[config.mk]
export PLATFORM = sky130hd
export DESIGN_NAME = keypad_entry
export DESIGN_NICKNAME = d
export VERILOG_FILES = /design/src/rtl/keypad_entry.sv
export SDC_FILE = /design/constraint.sdc
export NUM_CORES = 1
export LEC_CHECK = 0
export BUFFER_PORTS_ARGS = -buffer_cell sky130_fd_sc_hd__buf_2
export CELL_PAD_IN_SITES_DETAIL_PLACEMENT = 2
export CELL_PAD_IN_SITES_GLOBAL_PLACEMENT = 2
export CORE_ASPECT_RATIO = 0.5
export CORE_MARGIN = 2
export CORE_UTILIZATION = 36
export CTS_BUF_LIST = sky130_fd_sc_hd__clkbuf_4
export DETAILED_ROUTE_END_ITERATION = 16
export PLACE_DENSITY = 0.82
export RECOVER_POWER = 50
export SYNTH_ARGS = -nofsm -noshare
export SYNTH_HDL_FRONTEND = slang
export SYNTH_SLANG_ARGS = --single-unit
[constraint.sdc]
create_clock -name gclk -period 8.05 [get_ports gclk]
set_input_delay 1.2075 -clock gclk [delete_from_list [all_inputs] [get_ports gclk]]
set_output_delay 1.2075 -clock gclk [all_outputs]
set_load 0.01 [all_outputs]
[src/rtl/keypad_entry.sv]
`timescale 1ns/1ps
// keypad_entry: scans a 4x3 keypad, debounces whole-keypad snapshots and assembles
// digit presses into a 4-digit BCD MMSS preset for the countdown clock.
//
// Ports:
//   gclk      - system clock
//   rst_n     - asynchronous active-low reset
//   keypadc   - column sense, active-high, col0..col2 left to right
//   keypadr   - one-hot active-high row drive, row0 on top
//   preset    - BCD {M10,M1,S10,S1} entry
//   load      - one-cycle pulse: preset accepted by '#'
//   key_valid - one-cycle pulse per accepted key press
//   key_code  - code of the last accepted key (0-9, A='*', B='#')
//   entry_err - one-cycle pulse: '#' rejected, tens digit of MM or SS above 5
module keypad_entry #(
  parameter int unsigned SCAN_DIV       = 4000,
  parameter int unsigned DEBOUNCE_SCANS = 4
) (
  input  logic        gclk,
  input  logic        rst_n,
  input  logic [2:0]  keypadc,
  output logic [3:0]  keypadr,
  output logic [15:0] preset,
  output logic        load,
  output logic        key_valid,
  output logic [3:0]  key_code,
  output logic        entry_err
);

  localparam int unsigned CntW   = (SCAN_DIV > 2) ? $clog2(SCAN_DIV) : 1;
  localparam int unsigned MatchW = $clog2(DEBOUNCE_SCANS + 1);

  localparam logic [3:0] KeyNone  = 4'hE;
  localparam logic [3:0] KeyMulti = 4'hF;
  localparam logic [3:0] KeyStar  = 4'hA;
  localparam logic [3:0] KeyHash  = 4'hB;

  // Snapshot bit index is row*3 + col.
  function automatic logic [3:0] key_of(input int idx);
    logic [3:0] k;
    case (idx)
      9:       k = KeyStar;
      10:      k = 4'h0;
      11:      k = KeyHash;
      default: k = 4'(idx + 1);
    endcase
    return k;
  endfunction

  logic [CntW-1:0]   slot_q;
  logic [1:0]        row_q;
  logic [8:0]        samp_q;       // rows 0..2; row3 is taken live at scan completion
  logic [3:0]        cand_q, stable_q;
  logic [MatchW-1:0] match_q;
  logic [15:0]       preset_q;
  logic              load_q, key_valid_q, entry_err_q;
  logic [3:0]        key_code_q;

  logic              slot_last, scan_done, evt;
  logic [11:0]       snap;
  logic [3:0]        ones, hit, raw;
  logic [3:0]        cand_d, stable_d;
  logic [MatchW-1:0] match_d;

  always_comb begin
    slot_last = (slot_q == CntW'(SCAN_DIV - 1));
    scan_done = slot_last && (row_q == 2'd3);
    snap      = {keypadc, samp_q};

    ones = '0;
    hit  = KeyNone;
    for (int i = 0; i < 12; i++) begin
      if (snap[i]) begin
        ones = ones + 4'd1;
        hit  = key_of(i);
      end
    end
    if (ones == 4'd0)      raw = KeyNone;
    else if (ones == 4'd1) raw = hit;
    else                   raw = KeyMulti;

    cand_d   = cand_q;
    match_d  = match_q;
    stable_d = stable_q;
    if (scan_done) begin
      if (raw == cand_q) begin
        if (match_q < MatchW'(DEBOUNCE_SCANS)) match_d = match_q + MatchW'(1);
      end else begin
        cand_d  = raw;
        match_d = MatchW'(1);
      end
      if (match_d == MatchW'(DEBOUNCE_SCANS)) stable_d = cand_d;
    end

    // Only a NONE -> key transition is an event; MULTI blocks rollover presses.
    evt = scan_done && (stable_q == KeyNone) && (stable_d <= KeyHash);
  end

  always_ff @(posedge gclk or negedge rst_n) begin
    if (!rst_n) begin
      slot_q      <= '0;
      row_q       <= '0;
      samp_q      <= '0;
      cand_q      <= KeyNone;
      match_q     <= '0;
      stable_q    <= KeyNone;
      preset_q    <= '0;
      load_q      <= 1'b0;
      key_valid_q <= 1'b0;
      entry_err_q <= 1'b0;
      key_code_q  <= '0;
    end else begin
      load_q      <= 1'b0;
      key_valid_q <= 1'b0;
      entry_err_q <= 1'b0;
      cand_q      <= cand_d;
      match_q     <= match_d;
      stable_q    <= stable_d;

      if (slot_last) begin
        slot_q <= '0;
        row_q  <= row_q + 2'd1;
        case (row_q)
          2'd0:    samp_q[2:0] <= keypadc;
          2'd1:    samp_q[5:3] <= keypadc;
          2'd2:    samp_q[8:6] <= keypadc;
          default: ;
        endcase
      end else begin
        slot_q <= slot_q + CntW'(1);
      end

      if (evt) begin
        key_valid_q <= 1'b1;
        key_code_q  <= stable_d;
        if (stable_d == KeyStar) begin
          preset_q <= '0;
        end else if (stable_d == KeyHash) begin
          if (preset_q[7:4] <= 4'd5 && preset_q[15:12] <= 4'd5) load_q      <= 1'b1;
          else                                                  entry_err_q <= 1'b1;
        end else begin
          preset_q <= {preset_q[11:0], stable_d};
        end
      end
    end
  end

  assign keypadr   = 4'b0001 << row_q;
  assign preset    = preset_q;
  assign load      = load_q;
  assign key_valid = key_valid_q;
  assign key_code  = key_code_q;
  assign entry_err = entry_err_q;

endmodule

Yosys cells after proc, flatten, opt, wreduce, memory -nomap -nowiden
Cells that the tools add are included.
{"block": "classes", "addsub": 14, "order_cmp": 4, "eq_ne": 11, "shift": 1, "mux": 44, "n_reduce_logical": 10}
{"cell": "4-bit two-way mux", "count": 28}
{"cell": "4-bit by 1-bit adder with 4-bit output (second input constant)", "count": 11}
{"cell": "16-bit two-way mux", "count": 2}
{"cell": "12-bit by 1-bit adder with 12-bit output (second input constant)", "count": 1}
{"cell": "12-bit == test (second input constant)", "count": 1}
{"cell": "4-bit == test (second input constant)", "count": 3}
{"cell": "12-bit two-way mux", "count": 1}
{"cell": "1-bit two-way mux", "count": 10}
{"cell": "3-bit two-way mux", "count": 3}
{"cell": "4-bit by 3-bit less-or-equal comparator with 1-bit output (second input constant)", "count": 2}
{"cell": "2-bit AND reduction", "count": 4}
{"cell": "2-bit == test (second input constant)", "count": 2}
{"cell": "4-bit by 1-bit == test with 1-bit output (second input constant)", "count": 1}
{"cell": "4-bit == test", "count": 1}
{"cell": "4-bit less-or-equal comparator (second input constant)", "count": 1}
{"cell": "1-bit logical AND", "count": 4}
{"cell": "4-bit logical NOT", "count": 1}
{"cell": "1-bit by 2-bit << shifter with 4-bit output (first input constant)", "count": 1}
{"cell": "3-bit by 1-bit adder with 3-bit output (second input constant)", "count": 1}
{"cell": "3-bit == test (second input constant)", "count": 1}
{"cell": "3-bit < comparator (second input constant)", "count": 1}
{"cell": "2-bit by 1-bit adder with 2-bit output (second input constant)", "count": 1}
{"cell": "2-bit by 1-bit == test with 1-bit output (second input constant)", "count": 1}
{"cell": "2-bit logical NOT", "count": 1}
{"cell": "2-bit != test (second input constant)", "count": 1}
{"block": "totals", "reg_bits": 57, "inputBits": 5}

Depth between registers and ports, before layout
{"block": "logic_depth", "ltp_word": 36, "mapped_depth": 40}

Worst setup path after synthesis
Ideal clock, no wire load.
{"block": "synth_timing", "path_type": "flip-flop to flip-flop", "startpoint": "register samp_q[0]", "endpoint": "register preset_q[3] (netlist: preset[3])", "arrival_time_ps": 7804, "t_required_ps": 7976, "setup_slack_ps": 172, "stages_incl_launch_ff": 38, "path_cell_list": "dfrtp_1 inv_1 ha_1 xor2_1 ha_1 mux2_2 ha_1 nand2_1 o21ai_0 or2_2 ha_1 nor2b_1 nor2_1 ha_1 and2_1 or2_2 ha_1 o21ai_0 (+2 left out) nor2_1 a31oi_1 ha_1 nand2_1 o21a_1 a31oi_1 ha_1 nand2_1 nand2_1 ha_1 nor3b_1 o31ai_1 or2_1 o211ai_2 a211oi_4 o21ai_2 or4_4 o21ai_2"}
{"block": "synth_via", "elab_chain_cells": 35}
{"item": "start: declaration", "line": "52", "rtl": "logic [8:0] samp_q;"}
{"item": "start signal: assignment", "line": "124", "rtl": "2'd0: samp_q[2:0] <= keypadc;"}
{"item": "1-bit two-way mux", "line": "73", "rtl": "if (snap[i]) begin"}
{"item": "4-bit by 1-bit adder with 4-bit output", "line": "74", "rtl": "ones = ones + 4'd1;"}
{"item": "4-bit two-way mux", "line": "73"}
{"item": "4-bit by 1-bit adder with 4-bit output", "line": "74"}
{"item": "4-bit two-way mux", "line": "73"}
{"item": "4-bit by 1-bit adder with 4-bit output", "line": "74"}
{"item": "4-bit two-way mux", "line": "73"}
{"item": "4-bit by 1-bit adder with 4-bit output", "line": "74"}
{"item": "(+19 left out)"}
{"item": "3-bit two-way mux", "line": "86", "rtl": "if (raw == cand_q) begin"}
{"item": "3-bit two-way mux", "line": "85", "rtl": "if (scan_done) begin"}
{"item": "3-bit == test", "line": "92", "rtl": "if (match_d == MatchW'(DEBOUNCE_SCANS)) stable_d = cand_d;"}
{"item": "4-bit two-way mux *", "line": "92"}
{"item": "4-bit two-way mux *", "line": "85"}
{"item": "4-bit less-or-equal comparator (tied with other cells)", "line": "96", "rtl": "evt = scan_done && (stable_q == KeyNone) && (stable_d <= KeyHash);"}
{"item": "1-bit logical AND / 2-bit != test (equally long branches)"}
{"item": "2-bit AND reduction (no line)"}
{"item": "end signal: assignment", "line": "142", "rtl": "preset_q <= {preset_q[11:0], stable_d};"}
{"item": "end: declaration", "line": "55", "rtl": "logic [15:0] preset_q;"}
Every way passes the cells marked *; elsewhere a longest branch is shown, timed or not. The select of a mux whose other input is x is not followed.
A chain may end at the register's enable or synchronous reset.

Worst setup path after layout
{"block": "layout_timing", "startpoint": "register samp_q[0]", "endpoint": "register match_q[0]"}
{"block": "layout_via", "elab_chain_cells": 29}
{"item": "1-bit two-way mux", "line": "73"}
{"item": "4-bit by 1-bit adder with 4-bit output", "line": "74"}
{"item": "4-bit two-way mux", "line": "73"}
{"item": "4-bit by 1-bit adder with 4-bit output", "line": "74"}
{"item": "4-bit two-way mux", "line": "73"}
{"item": "4-bit by 1-bit adder with 4-bit output", "line": "74"}
{"item": "4-bit two-way mux", "line": "73"}
{"item": "4-bit by 1-bit adder with 4-bit output", "line": "74"}
{"item": "(+13 left out)"}
{"item": "4-bit by 1-bit adder with 4-bit output", "line": "74"}
{"item": "4-bit two-way mux", "line": "73"}
{"item": "4-bit by 1-bit == test with 1-bit output", "line": "79", "rtl": "else if (ones == 4'd1) raw = hit;"}
{"item": "4-bit two-way mux", "line": "79"}
{"item": "4-bit two-way mux *", "line": "78", "rtl": "if (ones == 4'd0) raw = KeyNone;"}
{"item": "4-bit == test *", "line": "86"}
{"item": "3-bit two-way mux *", "line": "86"}
{"item": "3-bit two-way mux *", "line": "85"}
{"item": "end signal: assignment", "line": "117", "rtl": "match_q <= match_d;"}
{"item": "end: declaration", "line": "54", "rtl": "logic [MatchW-1:0] match_q;"}
Marks and branches as above.

==> summary.txt <==
Setup path
  – Worst path depth: 41
  – Setup crit start kind: flip-flop
  – Crit path buf inv count: 3
  – Crit path top cell by count: ha_1
  – Crit path required time: 8.29 ns
  – Critical path class: reg -> reg
  – CP arrival: 8.23 ns
  – Slowest Stage Delay on Critical Path: 0.44 ns
  – Reg2Reg Setup Slack: 0.06 ns
  – Critical-path top delay cell: o31ai_1
  – FF-to-FF path depth: 41
  – CP Max Fanout: 7
  – CP Capture Type: flip-flop
  – Top delay family on crit path: adder cells

STA
  – Highest Clock Rate: 125 MHz
  – Post-layout min period: 7.99 ns
  – # setup viols final: 0
  – Worst-margin pin slew: 3.20 ns
  – Fin. max-slew vios: 58
  – Slew HR: -1.13
  – Final worst path period share: 0.993
  – Setup ws final: 0.0567 ns
  – Hold Vio Cnt, Final: 0
  – Final Skew: 0.0198 ns
  – WHS: 0.525 ns

Layout
  – Sequential Area: 1430 sq um
  – ANT cells: 0
  – # nets final: 509
  – Fill cell count: 1145
  – Layout cells sized above 1: 0.290
  – Most common cell after layout, fill and taps aside: nand2_1
  – Most frequent cells in the layout: nand2_1 (57), dfrtp_1 (51), nor2_1 (35)
  – Multi-input gate area: 2600 sq um
  – Layout Utilization: 0.442
  – Area grow syn2layout: 20.6%

Run
  – Total of max-cap violations: 1

Synthesis
  – Ys flop type: dfrtp_1
  – Post-synth ARST share: 1.00
  – Post-synth EDFFs: 0
  – Syn Nets: 458
  – Synth area leaders: dfrtp_1 (32%), ha_1 (6.3%), nand2_1 (5.7%)
  – Synth Warn #: 0
  – Post-Syn Instances: 433
  – Area leader, netlist: dfrtp_1
  – Share of the synthesized area in the top cell type: 0.319
  – Sequential share of the synthesized area: 0.359
  – Synth unique cells: 68
  – Seq cells post-synth: 57
  – Netlist Area Pre-Place: 4000 sq um
  – Syn_area_per_cell: 9.23 sq um

Route
  – DRT iter0 DRCs: 195
  – DRT Pass-1 Iters: 4
  – Routed vias: 3550
  – Routed WL: 14700 um
  – DRC viols: 0
  – Antenna-violating nets left: 0
  – Routed vias/inst: 5.60
  – Drt wl/cell: 23.2 um

GRT
  – Gr usage total: 0.206
  – Global-route wire length before repair: 19900 um
  – Initial antenna violation count: 0
  – Vias in the first global route: 3805
  – GR Overflow Total: 0
  – Largest net degree at the start of global routing: 58

Die
  – Die Y-Extent: 78.5 um
  – Die width: 153 um
  – Num rows: 27
  – Die area: 12000 sq um
  – Core area: 10900 sq um
  – Initial Util: 0.366
  – Num ports: 32

Power
  – Sequential Power Share: 0.239
  – Clk pwr share: 0.185
  – Pwr Density: 255 nW/um^2
  – Switching pwr: 540 uW
  – Sw frac: 0.440
  – Comb power frac: 0.575
  – Leak: 2.10 nW
  – Peak supply drop: 95.1 uV
  – Int Pwr: 687 uW
  – Overall Power: 1.23 mW

Placed design
  – Global placement routability congestion: 0.749
  – IO buf count: 31
  – Detailed Place HPWL: 8240 um
  – Pre-CTS WS: -0.487 ns

Min path
  – Worst Hold Class: reg -> reg
  – Hold Path Depth: 1

Run status
  – Violated checks: max-capacitance violations, max-slew violations
  – Status: finished with violations

CTS
  – Clk buf depth: 2
  – Clock sink count: 57
  – Worst skew pair latency: 0.41 ns
  – Cts hold-fix bufs: 0
  – Htree depth: 3
  – CTS tree: yes
  – Num CTS Buffers: 9
  – Root Driver: clkbuf_4
  – Reg clk slew, reported paths: 0.11 ns
-- kinds of logic (layout without fill, tap and decap cells) --
logic type / Yosys count / after routing / synth area share
AO/OA/AOI/OAI: 88 / 88 / 0.157
XOR/XNOR: 38 / 38 / 0.122
adder cells (fa/ha/maj): 20 / 20 / 0.0626
buffers and inverters: 47 / 103 / 0.0492
flip-flops: 57 / 57 / 0.359
multiplexers: 18 / 18 / 0.0539
AND/OR/NAND/NOR: 165 / 165 / 0.197
-- power by group through the flow --
stage          registers, mW  logic, mW  clock network (mW)
2_1_floorplan          0.295      0.364                   0
3_3_place_gp           0.298      0.462                   0
3_5_place_dp           0.298      0.482                   0
4_1_cts                0.293      0.523               0.225
5_1_grt                0.294      0.753               0.238
6_report               0.294      0.706               0.227
-- stage by stage --
step | instances | cell area (sq um) | TNS [ns]
2_1_floorplan | 433 | 4000 | 0
3_3_place_gp | 609 | 4380 | 0
3_5_place_dp | 609 | 4380 | -6.84
4_1_cts | 627 | 4600 | 0
5_1_grt | 634 | 4820 | -3.34
6_report | 634 | 4820 | 0
-- registers in the layout (all words and copies together), names as in the netlist --
name / flops
cand_q: 4
entry_err: 1
key_code: 4
key_valid: 1
load: 1
match_q: 3
preset: 16
row_q: 2
samp_q: 9
slot_q: 12
stable_q: 4
-- synth_stat cells, drive strengths merged (7+ instances only) --
library cell  count
dfrtp            51
nand4             8
nor2             38
mux2             15
nand2            61
xor2             10
buf               7
clkbuf           10
or2               7
ha               20
o21ai            28
nor3             13
a21oi             9
inv              29
xnor2            21
nand3             7
-- cell type report --
type | count | share of cell area
Inverter | 30 | 0.0234
Tap cell | 145 | 0.0376
Clock buffer | 10 | 0.0156
Clock inverter | 6 | 0.0140
Sequential cell | 57 | 0.298
Timing Repair Buffer | 57 | 0.0727
Multi-Input combinational cell | 329 | 0.539
-- layer usage --
metal,share of wire,global-route usage,wire (um)
met5,0,0,0
met2,0.51,0.379,7490
met3,0.026,0.0298,384
met4,0.028,0.0593,418
met1,0.44,0.254,6430
-- final timing paths --
path,end,start
worst min-delay path,key_code[1]$_DFFE_PN0P_,key_code[1]$_DFFE_PN0P_
worst max-delay path,match_q[0]$_DFFE_PN0P_,samp_q[0]$_DFFE_PN0P_
worst max register to register,match_q[0]$_DFFE_PN0P_,samp_q[0]$_DFFE_PN0P_
max in group asynchronous,samp_q[5]$_DFFE_PN0P_,rst_n
worst min register to register,key_code[1]$_DFFE_PN0P_,key_code[1]$_DFFE_PN0P_
min in group asynchronous,preset[13]$_DFFE_PN0P_,rst_n
-- what timing repair did --
item,CTS,global route
gates resized for setup,16,30
endpoints found under the setup margin,30,31
setup buffers,2,7
pin swaps,6,10
(Power assumes the default switching activity.)
